===== src/rtl/axis_segment_trailer.sv =====
// axis_segment_trailer: passes split AXI-Stream data through and appends a status trailer (count, index, frame end) per segment.
// Define AXIS_SEG_TRAILER_XOR_EN to follow each status beat with a tdata XOR checksum beat.
module axis_segment_trailer #(
    parameter int DSIZE = 32,
    parameter int CNT_W = 16,
    parameter int SEG_W = 12
) (
    input  logic               i_aclk,
    input  logic               i_aresetn,
    input  logic               i_aclken,
    input  logic [DSIZE-1:0]   i_s_tdata,
    input  logic [DSIZE/8-1:0] i_s_tkeep,
    input  logic               i_s_tvalid,
    output logic               o_s_tready,
    input  logic               i_s_tlast,
    input  logic               i_s_tuser,
    output logic [DSIZE-1:0]   o_m_tdata,
    output logic [DSIZE/8-1:0] o_m_tkeep,
    output logic               o_m_tvalid,
    input  logic               i_m_tready,
    output logic               o_m_tlast,
    output logic               o_m_tuser
);
`ifdef AXIS_SEG_TRAILER_XOR_EN
    localparam bit XOR_EN = 1'b1;
`else
    localparam bit XOR_EN = 1'b0;
`endif
    typedef enum logic [1:0] {S_DATA, S_TRAIL, S_XSUM} state_t;
    state_t             r_state, w_next;
    logic [CNT_W-1:0]   r_beat_cnt, r_cnt_q, w_cnt_inc;
    logic [SEG_W-1:0]   r_seg_idx, r_idx_q;
    logic               r_end_q;
    logic [DSIZE-1:0]   w_trailer, w_xsum;
    logic               w_is_data, w_acc_in, w_acc_out, w_trl_done;
    assign w_is_data  = r_state == S_DATA;
    assign w_acc_in   = w_is_data && i_s_tvalid && i_m_tready && i_aclken;
    assign w_acc_out  = !w_is_data && i_m_tready && i_aclken;
    assign w_trl_done = w_acc_out && (r_state == (XOR_EN ? S_XSUM : S_TRAIL));
    assign w_cnt_inc  = (&r_beat_cnt) ? r_beat_cnt : r_beat_cnt + CNT_W'(1);
    always_ff @(posedge i_aclk or negedge i_aresetn) begin
        if (!i_aresetn) r_state <= S_DATA;
        else            r_state <= w_next;
    end
    always_comb begin
        w_next = r_state;
        if (w_is_data) w_next = (w_acc_in && i_s_tlast) ? S_TRAIL : S_DATA;
        else if (w_acc_out) w_next = (r_state == S_TRAIL && XOR_EN) ? S_XSUM : S_DATA;
    end
    always_comb begin
        w_trailer = '0;
        w_trailer[CNT_W-1:0] = r_cnt_q;
        w_trailer[CNT_W+SEG_W-1:CNT_W] = r_idx_q;
        w_trailer[DSIZE-1] = r_end_q;
    end
    always_comb begin
        o_s_tready = w_is_data && i_m_tready;
        o_m_tvalid = w_is_data ? i_s_tvalid : 1'b1;
        o_m_tdata  = w_is_data ? i_s_tdata : (r_state == S_TRAIL ? w_trailer : w_xsum);
        o_m_tkeep  = w_is_data ? i_s_tkeep : '1;
        o_m_tlast  = !w_is_data && !(XOR_EN && r_state == S_TRAIL);
        o_m_tuser  = !w_is_data && r_end_q;
    end
    always_ff @(posedge i_aclk or negedge i_aresetn) begin
        if (!i_aresetn) begin
            r_beat_cnt <= '0;
            r_seg_idx  <= '0;
            r_cnt_q    <= '0;
            r_idx_q    <= '0;
            r_end_q    <= 1'b0;
        end else begin
            if (w_acc_in) begin
                r_beat_cnt <= i_s_tlast ? '0 : w_cnt_inc;
                if (i_s_tlast) begin
                    r_cnt_q <= w_cnt_inc;
                    r_idx_q <= r_seg_idx;
                    r_end_q <= i_s_tuser;
                end
            end
            if (w_trl_done) r_seg_idx <= r_end_q ? '0 : r_seg_idx + SEG_W'(1);
        end
    end
`ifdef AXIS_SEG_TRAILER_XOR_EN
    logic [DSIZE-1:0] r_xacc, r_xsum_q;
    assign w_xsum = r_xsum_q;
    // the segment's last beat is folded into the captured checksum
    always_ff @(posedge i_aclk or negedge i_aresetn) begin
        if (!i_aresetn) begin
            r_xacc   <= '0;
            r_xsum_q <= '0;
        end else if (w_acc_in) begin
            r_xacc <= i_s_tlast ? '0 : r_xacc ^ i_s_tdata;
            if (i_s_tlast) r_xsum_q <= r_xacc ^ i_s_tdata;
        end
    end
`else
    assign w_xsum = '0;
`endif
endmodule


===== config.mk =====
export PLATFORM = sky130hd
export DESIGN_NAME = axis_segment_trailer
export DESIGN_NICKNAME = d
export VERILOG_FILES = /design/src/rtl/axis_segment_trailer.sv
export SDC_FILE = /design/constraint.sdc
export NUM_CORES = 1
export LEC_CHECK = 0
export BUFFER_PORTS_ARGS = -buffer_cell sky130_fd_sc_hd__buf_2
export CAP_MARGIN = 40
export CORE_ASPECT_RATIO = 1.4
export CORE_UTILIZATION = 45
export CTS_CLUSTER_DIAMETER = 80
export CTS_CLUSTER_SIZE = 12
export DETAILED_ROUTE_END_ITERATION = 6
export PLACE_DENSITY_LB_ADDON = 0.2
export SETUP_SLACK_MARGIN = 0.5
export SYNTH_ARGS = -nofsm -noshare
export SYNTH_HDL_FRONTEND = slang
export SYNTH_SLANG_ARGS = --single-unit

===== constraint.sdc =====
create_clock -name i_aclk -period 3.8 [get_ports i_aclk]
set_input_delay 0.57 -clock i_aclk [delete_from_list [all_inputs] [get_ports i_aclk]]
set_output_delay 0.57 -clock i_aclk [all_outputs]
set_load 0.05 [all_outputs]

=== Yosys cells after proc, flatten, opt, wreduce, memory -nomap -nowiden ===
Cells that the tools add are included.

* Reduce and logical (&&, ||, !) cells: 14
* Equal/unequal tests: 1
* Multiplexer cells: 10
* Add/subtract/negate cells: 2

{| class="wikitable"
|+ Operators with widths
! cell !! number
|-
| two-way mux 32 bit || 2
|-
| two-way mux 16 bit || 2
|-
| adder 16 x 1 -> 16 bit, second input constant || 1
|-
| AND reduction 16 bit || 1
|-
| adder 12 x 1 -> 12 bit, second input constant || 1
|-
| two-way mux 12 bit || 1
|-
| logical AND 1 bit || 9
|-
| two-way mux 2 bit || 2
|-
| two-way mux 4 bit || 1
|-
| equality test 2 x 1 -> 1 bit, second input constant || 1
|-
| logical NOT 2 bit || 1
|-
| two-way mux 1 bit || 2
|-
| AND reduction 2 bit || 1
|-
| nonzero test 2 bit || 1
|-
| logical NOT 1 bit || 1
|}

* Register bits after elaboration: 59
* Word-level logic and storage cells: 33
* Output and inout bits: 40
* Input port bits: 43

=== Longest topological paths before layout ===
Gate-level depths: netlist (run 1).

* Word-level depth: 7
* Mapped depth: 7
* Mapped depth without buffers: 5

=== Least setup slack after synthesis (run 1) ===
OpenSTA, ideal clock, no wires.

* Kind: register to output
* Start: reg r_state[0]
* End: out o_s_tready
* Path buffers: 2
* Required time: 3230 ps
* Stages on the path, launching flop included: 4
* Setup slack: 1482 ps
* Arrival: 1748 ps
* Cell sequence: dfrtp_1 > buf_2 > buf_1 > nor2b_1

* Longest elaborated chain between the ends: 2

{| class="wikitable"
|+ RTL lines
! element !! RTL line !! source
|-
| start: declaration || 30 || <nowiki>state_t r_state, w_next;</nowiki>
|-
| start signal: assignment || 43 || <nowiki>else r_state <= w_next;</nowiki>
|-
| logical NOT 2 bit || 36 || <nowiki>assign w_is_data = r_state == S_DATA;</nowiki>
|-
| logical AND 1 bit || 57 || <nowiki>o_s_tready = w_is_data && i_m_tready;</nowiki>
|-
| end: declaration || 14 || <nowiki>output logic o_s_tready,</nowiki>
|}

No other way between the ends.

=== Final worst setup path (run 1) ===
* Start: reg r_state[0]
* End: reg r_cnt_q[12]

* Longest elaborated chain between the ends: 5

{| class="wikitable"
|+ RTL lines
! element !! RTL line !! source
|-
| logical NOT 2 bit || 36 ||
|-
| logical AND 1 bit (3 in a row) || 37 || <nowiki>assign w_acc_in = w_is_data && i_s_tvalid && i_m_tready && i_aclken;</nowiki>
|-
| AND reduction 2 bit (no source line) || -- ||
|-
| end signal: assignment || 75 || <nowiki>r_cnt_q <= w_cnt_inc;</nowiki>
|-
| end: declaration || 31 || <nowiki>logic [CNT_W-1:0] r_beat_cnt, r_cnt_q, w_cnt_inc;</nowiki>
|}

No other way between the ends.
A chain may end at the register's enable or synchronous reset.

==> out/metrics.yaml, run 1 <==
outcome: "finished clean"
cts_buffer_depth: 2
via_count: 3043
wl_mm: 8.00
start_kind: "flip-flop"
grt_max_degree: 36
ant_nets: 0
antenna_cells: 0
ys_seq_area_share_pct: 43.0
design_area_um2: 4050
synth_top_family_by_area: "simple AND/OR/NAND/NOR gates"
slowest_delay_ns: 0.76
antenna_found_initial: 0
arrival_ns: 2.73
r2r_setup_slack_ns: 1.33
syn-cell-area_um2: 3380
crit_family: "simple AND/OR/NAND/NOR gates"
met1_usage_pct: 27.9
skew_ns: 0.00638
mostFrequentLayoutCell: "buf_2"
multi_input_area_um2: 1810
grt_pass1_vias: 2734
worst_slew_pin_slew_ns: 0.792
cts.clk_slew.worst_paths_ns: 0.07
top_usage_layer: "met2"
finalSetupViolCount: 0
drc: 0
regArea_um2: 1450
nFillCells: 701
fp.dieH_um: 104
core_area_um2: 7310
place_hpwl_mm: 5.78
fin_crit_sh_pct: 65.1
finalHoldViolCount: 0
syn-num-nets: 411
synthSimpleGateAreaFrac_pct: 26.5
max-slew-margin-rel_pct: 46.9
fp.dieArea_um2: 7860
synth-compound-area-share_pct: 13.9
cts_tree: "built"
synth_cell_types: 54
ys_ff_latch: 58
vias_per_cell: 5.58
peakVddDrop_mv: 0.320
synthMuxAreaShare_pct: 10.3
synthArstFlopShare_pct: 100
fin_nets: 488
h-tree-depth: 3
rsz0062_at_grt: "false"
clkSinkCount: 58
post-cts-setup-buffers: 0
hp-class: "in -> async"
r2r_end: "r_cnt_q[12]"
drt_iter0_drc: 153
die_x_um: 75.2
cts_resized: 0
final_cell_mix: "buf_2 (82), nand2_1 (66), dfrtp_1 (57)"
grt_overflow_total: 0
crit_chain: "buf_4 -> nand4b_1 -> nor2_2 -> buf_4 -> nor2_1 -> a31oi_1"
ios: 83
criticalPathCategory: "reg -> reg"
max_freq_mhz: 404
end_kind: "flip-flop"
yosys.area_share.adder_pct: 0.741
reg2reg_from: "r_state[0]"
initial_utilization_pct: 46.2
grt.total_usage_pct: 21.7
critPathBufInv: 2
cp_slowest_cell: "nand4b_1"
period_needed_ns: 2.47
leakage_nw: 1.84
synth_xor_area_share_pct: 2.08
grtUsageMet2_pct: 34.4
yosysWarnings: 0
r2r_cells: 6
ys.flop_type: "dfrtp_1"
place_area_um2: 3870
slew_violations: 0
max-cap-violations: 0
powerDensity_nw_per_um2: 642
drt-pass1-iter-count: 5
cts_hold_buffers: 0
cpMostUsedCell: "buf_4"
io_buffers: 82
syn_to_final_growth_pct: 19.8
drive_above_1_share_pct: 33.9
cp.required_ns: 4.06
synth.avg_cell_area_um2: 9.22
place.gp.congestion: 0.885
path_max_fanout: 35
synth_edf_count: 0
num_rows: 37
cts-root-buf: "clkbuf_8"
clock_latency_ns: 0.34
numCtsBuffers: 9
routedWlPerCell_um: 14.7
syn_inst: 366
fin_setup_tns_ns: 0
grt_util_met3_pct: 3.68
grt_first_pass_wirelength_mm: 12.9
[power by group]
| part | leakage [nW] | total, W | switching, W | internal (W) |
|---|---|---|---|---|
| clock | 0.0851 | 0.000508 | 0.000257 | 0.000251 |
| sequential | 0.743 | 0.000879 | 0.000143 | 0.000737 |
| combinational | 1.01 | 0.00121 | 0.000840 | 0.000371 |
[synthesized netlist by cell type, types with 3 or more instances]
master	count	area (um^2)
o211ai_1	4	30.0
nor2b_1	4	25.0
buf_2	10	50.1
nor3_1	5	25.0
mux2_2	29	327
inv_1	5	18.8
nand4_2	3	37.5
or3_1	7	43.8
o31ai_1	6	45.0
o21ai_0	17	85.1
buf_1	3	11.3
o21ai_1	6	30.0
xnor2_1	8	70.1
a21oi_1	13	65.1
nor4_2	3	37.5
nor2_1	29	109
a31oi_1	13	81.3
nand4_1	5	31.3
clkbuf_1	7	26.3
and4_1	5	43.8
dfrtp_1	58	1450
nand3_1	12	60.1
or4_1	3	22.5
or2_2	5	31.3
nand2_1	66	248
and3_1	4	25.0
[kinds of logic (layout without fill, tap and decap cells)]
logic type               Yosys count  in the layout
flip-flops                        58             58
multiplexers                      31             31
adder cells (fa/ha/maj)            2              2
AO/OA/AOI/OAI                     74             74
AND/OR/NAND/NOR                  166            166
buffers and inverters             27            109
XOR/XNOR                           8              8
[sequential cells by signal (all words and copies together) (netlist names)]
register	cells
r_seg_idx	12
r_beat_cnt	16
r_end_q	1
r_idx_q	12
r_cnt_q	16
r_state	1
[per-stage QoR]
stage / utilization [%] / std cells / hold WS (ns) / total power [W] / setup WS (ns)
6_report: 55.3 / 545 / 0.129 / 0.00260 / 1.33
2_1_floorplan: - / 366 / 0.274 / 0.00184 / 1.48
4_1_cts: 55.3 / 545 / 0.133 / 0.00261 / 1.31
3_5_place_dp: 53.0 / 529 / 0.459 / 0.00211 / 1.36
3_3_place_gp: 52.5 / 527 / 0.457 / 0.00208 / 1.37
5_1_grt: 55.3 / 545 / 0.146 / 0.00274 / 1.12
[area by class of cell]
class	count	share of cell area [%]
flip-flops and latches	58	35.9
well taps	97	3.00
inverters	6	0.557
clock inverters	5	0.742
repair buffers	87	11.6
clock buffers	11	3.50
multi-input cells	281	44.7
[worst max path at each step]
stage | start | end | slack [ns] | cells after the start
2_1_floorplan | r_state[0] | o_s_tready | 1.48 | 3
3_3_place_gp | i_aclken | r_cnt_q[2] | 1.37 | 5
6_report | r_state[0] | r_cnt_q[12] | 1.33 | 6
3_5_place_dp | r_state[0] | r_cnt_q[1] | 1.36 | 6
4_1_cts | r_state[0] | o_m_tdata[3] | 1.31 | 3
5_1_grt | r_state[0] | r_cnt_q[12] | 1.12 | 6
[per-layer routing]
metal / wire [um] / share of wire, % / vias up
met2: 3960 / 50 / 75
met3: 301 / 3.8 / 20
met1: 3510 / 44 / 1477
li1: - / - / 1471
met5: 0 / 0 / -
met4: 222 / 2.8 / 0
Power figures use the tool's default switching activity.
==> run 2: changes to the inputs <==
==> constraint.sdc (replaced) <==
create_clock -name i_aclk -period 2.1 [get_ports i_aclk]
set_input_delay 0.315 -clock i_aclk [delete_from_list [all_inputs] [get_ports i_aclk]]
set_output_delay 0.315 -clock i_aclk [all_outputs]
set_load 0.05 [all_outputs]
==> run 2 against run 1 <==
  * Final cell count grew 5.1%
  * Global-route usage grew 0.82 points
  * Worst hold slack gained 0.058 ns
  * Critical path depth shrank 3
  * Via count grew 5.8%
  * Routed wire length grew 14%
  * Worst setup slack lost 1.1 ns
  * Register-to-register slack lost 0.98 ns
  * First-iteration DRC count grew 14%
  * Largest cell class unchanged
==> out/metrics.yaml, run 2 (synthesis results as in run 1) <==
grt.total_usage_pct: 22.5
place.gp.congestion: 0.892
num_rows: 37
grt_overflow_total: 0
peakVddDrop_mv: 0.593
fin_crit_sh_pct: 88.0
cts_buffer_depth: 2
max-slew-margin-rel_pct: 73.3
vias_per_cell: 5.62
grt_pass1_vias: 2858
leakage_nw: 2.07
die_x_um: 75.2
period_needed_ns: 1.85
drc: 0
h-tree-depth: 3
crit_chain: "buf_4 -> mux2_2 -> buf_4"
worst_slew_pin_slew_ns: 0.401
drt-pass1-iter-count: 4
core_area_um2: 7310
io_buffers: 82
criticalPathCategory: "reg -> out"
crit_family: "flip-flops"
routedWlPerCell_um: 16.0
slowest_delay_ns: 0.43
clkSinkCount: 58
hp-class: "in -> reg"
final_cell_mix: "buf_2 (67), nand2_1 (61), dfrtp_1 (43)"
rsz0062_at_grt: "true"
slew_violations: 0
syn_to_final_growth_pct: 39.7
cp.required_ns: 1.78
antenna_cells: 0
fp.dieH_um: 104
cts-root-buf: "clkbuf_8"
cpMostUsedCell: "buf_4"
start_kind: "flip-flop"
clock_latency_ns: 0.35
fp.dieArea_um2: 7860
path_max_fanout: 8
cts_tree: "built"
finalSetupViolCount: 0
max_freq_mhz: 541
antenna_found_initial: 0
drive_above_1_share_pct: 45.8
place_hpwl_mm: 5.75
finalHoldViolCount: 0
largest_registers: "r_beat_cnt (16), r_cnt_q (16)"
initial_utilization_pct: 46.2
outcome: "finished clean"
arrival_ns: 1.53
skew_ns: 0.00782
via_count: 3219
critPathBufInv: 2
ios: 83
end_kind: "output port"
cts.clk_slew.worst_paths_ns: 0.07
fin_nets: 516
placed_cells: 538
grt_max_degree: 35
drt_iter0_drc: 175
max-cap-violations: 0
fin_cells: 573
wl_mm: 9.15
cp_slowest_cell: "dfrtp_2"
powerDensity_nw_per_um2: 1160
fin_setup_tns_ns: 0
grt_first_pass_wirelength_mm: 13.3
mostFrequentLayoutCell: "buf_2"
ant_nets: 0
numCtsBuffers: 9
## run 2: final timing paths
kind	cells past startpoint	end	slack (ns)	startpoint
setup / recovery	3	o_m_tdata[7]	0.25	r_state[0]
max in group asynchronous	3	r_beat_cnt[10]	1.10	i_aresetn
setup reg to reg	6	r_beat_cnt[5]	0.35	r_state[0]
min in group asynchronous	2	r_idx_q[9]	0.42	i_aresetn
hold / removal	3	r_end_q	0.19	i_s_tuser
hold reg to reg	2	r_idx_q[8]	0.47	r_idx_q[8]
## run 2: per-layer routing
| layer | vias to the layer above | part of all wire [%] | global-route usage [%] |
|---|---|---|---|
| met5 | - | 0 | 0 |
| met3 | 15 | 4.2 | 4.84 |
| li1 | 1537 | - | - |
| met2 | 108 | 53 | 38.5 |
| met4 | 0 | 2.1 | 8.07 |
| met1 | 1559 | 40 | 27.0 |
## run 2: layout make-up
type | instances | area, um^2
flip-flops and latches | 58 | 1470
well taps | 97 | 121
clock buffers | 11 | 141
repair buffers | 114 | 857
clock inverters | 5 | 77.6
fillers | 591 | 2600
multi-input cells | 282 | 2020
inverters | 6 | 22.5
## run 2: per-stage QoR
step | hold WS [ns] | cell area [um^2] | setup WS [ns] | power, W | utilization (%)
2_1_floorplan | 0.0194 | 3440 | 0.431 | 0.00340 | -
3_3_place_gp | 0.255 | 3990 | 0.338 | 0.00384 | 54.5
3_5_place_dp | 0.256 | 3990 | 0.313 | 0.00388 | 54.5
4_1_cts | 0.187 | 4430 | 0.271 | 0.00522 | 60.5
5_1_grt | 0.179 | 4710 | 0.210 | 0.00571 | 64.5
6_report | 0.187 | 4710 | 0.251 | 0.00545 | 64.5
## run 2: power by group
part	switching [W]	internal [W]	total [W]
Clock	0.000462	0.000696	0.00116
Sequential	0.000252	0.00134	0.00159
Combinational	0.00169	0.00101	0.00270
## run 2: worst reg2reg max path: stages (launching register included)
cell     delay [ns]
dfrtp_2        0.45
buf_4          0.20
and4b_2        0.31
buf_4          0.14
nand2_4        0.08
or4_1          0.43
nand3_1        0.09
## run 2: timing repair
action	CTS	global route
buffers inserted	7	8
cloned	0	3
pin swaps	3	5
gates resized for setup	42	35
hold buffers	1	0
setup endpoints to repair	76	87
endpoints found under the hold margin	12	0
==> run 3: changes to the inputs <==
--- a/config.mk
+++ b/config.mk
@@ -5,9 +5,9 @@
 export SDC_FILE = /design/constraint.sdc
 export NUM_CORES = 1
 export LEC_CHECK = 0
+export ABC_CLOCK_PERIOD_IN_PS = 2100
 export BUFFER_PORTS_ARGS = -buffer_cell sky130_fd_sc_hd__buf_2
 export CAP_MARGIN = 40
-export CORE_ASPECT_RATIO = 1.4
 export CORE_UTILIZATION = 45
 export CTS_CLUSTER_DIAMETER = 80
 export CTS_CLUSTER_SIZE = 12
==> run 3 against run 2 <==
  * Worst setup slack worse by 0.053 ns
  * Sequential share of layout area is 4.1 points lower
  * First-iteration DRC count is 59% higher
  * Routed wire length is 23% higher
  * Die area hardly changed
  * Final cell count is 2.3% higher
  * Critical path type is now reg -> reg
==> out/metrics.yaml, run 3 (synthesis results as in run 1) <==
crit_family: "buffers and inverters"
num_rows: 31
skew_ns: 0.0113
finalHoldViolCount: 0
grt_overflow_total: 0
cp.required_ns: 2.37
initial_utilization_pct: 46.5
drc: 0
grt_max_degree: 28
fin_crit_sh_pct: 90.6
place.gp.congestion: 0.838
io_buffers: 82
grt.total_usage_pct: 26.6
routedWlPerCell_um: 19.2
slew_violations: 0
nFillCells: 478
fin_nets: 527
start_kind: "flip-flop"
design_area_um2: 5420
syn_to_final_growth_pct: 60.5
mostFrequentLayoutCell: "nand2_1"
power_w: 0.00652
worst_slew_pin_slew_ns: 0.653
fin_setup_tns_ns: 0
die_x_um: 88.6
max-cap-violations: 0
antenna_found_initial: 0
cp_slowest_cell: "dfrtp_2"
path_max_fanout: 13
grt_first_pass_wirelength_mm: 15.5
regArea_um2: 1470
critPathBufInv: 5
rsz0062_at_grt: "true"
finalSetupViolCount: 0
max-slew-margin-rel_pct: 56.5
period_needed_ns: 1.90
wl_mm: 11.2
drt_iter0_drc: 278
path_depth: 9
drive_above_1_share_pct: 53.6
crit_chain: "buf_4 -> buf_6 -> buf_6 -> nand4b_1 -> buf_4 -> nor2_4 -> buf_8 -> nor2_1 -> a31oi_1"
via_count: 3481
largest_registers: "r_beat_cnt (16), r_cnt_q (16)"
cts-root-buf: "clkbuf_8"
cts.clk_slew.worst_paths_ns: 0.07
leakage_nw: 2.35
clock_latency_ns: 0.36
multi_input_area_um2: 2290
fp.dieH_um: 88.6
antenna_cells: 0
hp-class: "in -> reg"
clkSinkCount: 58
slowest_delay_ns: 0.45
ant_nets: 0
h-tree-depth: 3
max_freq_mhz: 526
r2r_cells: 9
cts_buffer_depth: 2
vias_per_cell: 5.94
core_area_um2: 7250
place_hpwl_mm: 5.51
drt-pass1-iter-count: 5
fp.dieArea_um2: 7850
criticalPathCategory: "reg -> reg"
holdPathStages: 3
numCtsBuffers: 9
arrival_ns: 2.17
cts_tree: "built"
peakVddDrop_mv: 0.610
powerDensity_nw_per_um2: 1200
end_kind: "flip-flop"
grt_pass1_vias: 3120
place_area_um2: 3960
ios: 83
final_cell_mix: "nand2_1 (46), dfrtp_1 (44), buf_2 (42)"
outcome: "finished clean"
[run 3: changes by cell type in the layout (fill, tap and decap cells not counted), moves of 9 or more]
cell / previous run / this run
nand2_1: 61 / 46
buf_2: 67 / 42
nand2_2: 3 / 13
buf_4: 23 / 14
buf_8: 1 / 15
buf_6: 13 / 35
[run 3: layer usage]
metal | vias to the layer above | global-route usage [%] | routed length, um
met1 | 1721 | 33.0 | 4430
met5 | - | 0 | 0
met3 | 34 | 5.88 | 668
met4 | 0 | 9.82 | 396
met2 | 155 | 45.7 | 5740
li1 | 1571 | - | -
[run 3: cell type report]
| cell class | count | share of cell area, % |
|---|---|---|
| multi-input combinational | 285 | 42.2 |
| sequential | 58 | 27.1 |
| timing repair buffer | 122 | 23.9 |
| clock buffer | 11 | 2.61 |
| tap | 99 | 2.29 |
| clock inverter | 5 | 1.43 |
| inverter | 6 | 0.416 |
[run 3: tightest hold or removal path: stages]
cell and delay, ns:
buf_2 0.08, nand2_1 0.04, o21ai_0 0.08
[run 3: final timing paths]
kind,from,to,slack (ns)
min reg2reg,r_cnt_q[0],r_cnt_q[0],0.49
min,i_s_tuser,r_end_q,0.21
max,r_state[0],r_cnt_q[1],0.20
min in group asynchronous,i_aresetn,r_idx_q[10],0.47
max in group asynchronous,i_aresetn,r_beat_cnt[11],1.02
max reg2reg,r_state[0],r_cnt_q[1],0.20
[run 3: through the flow]
step / util [%] / instances / worst slack [ns] / hold WS, ns
floorplan: - / 366 / 0.431 / 0.0194
global placement: 54.6 / 536 / 0.374 / 0.310
detailed placement: 54.6 / 536 / 0.363 / 0.312
CTS: 68.8 / 573 / 0.231 / 0.176
global route: 74.7 / 586 / 0.120 / 0.215
finish: 74.7 / 586 / 0.198 / 0.214
[run 3: power by group]
group,total (W),switching (W),internal (W)
logic,0.00372,0.00201,0.00172
clock network,0.00118,0.000480,0.000697
registers,0.00162,0.000281,0.00134
total,0.00652,0.00277,0.00376
[run 3: timing repair]
item                                   in CTS  in global routing
resized for setup                         140                 83
buffers inserted                           12                  8
endpoints found under the hold margin      18                  0
gates cloned                                8                  5
pin swaps                                  15                 29
hold buffers                                1                  0
setup endpoints to repair                  74                 95
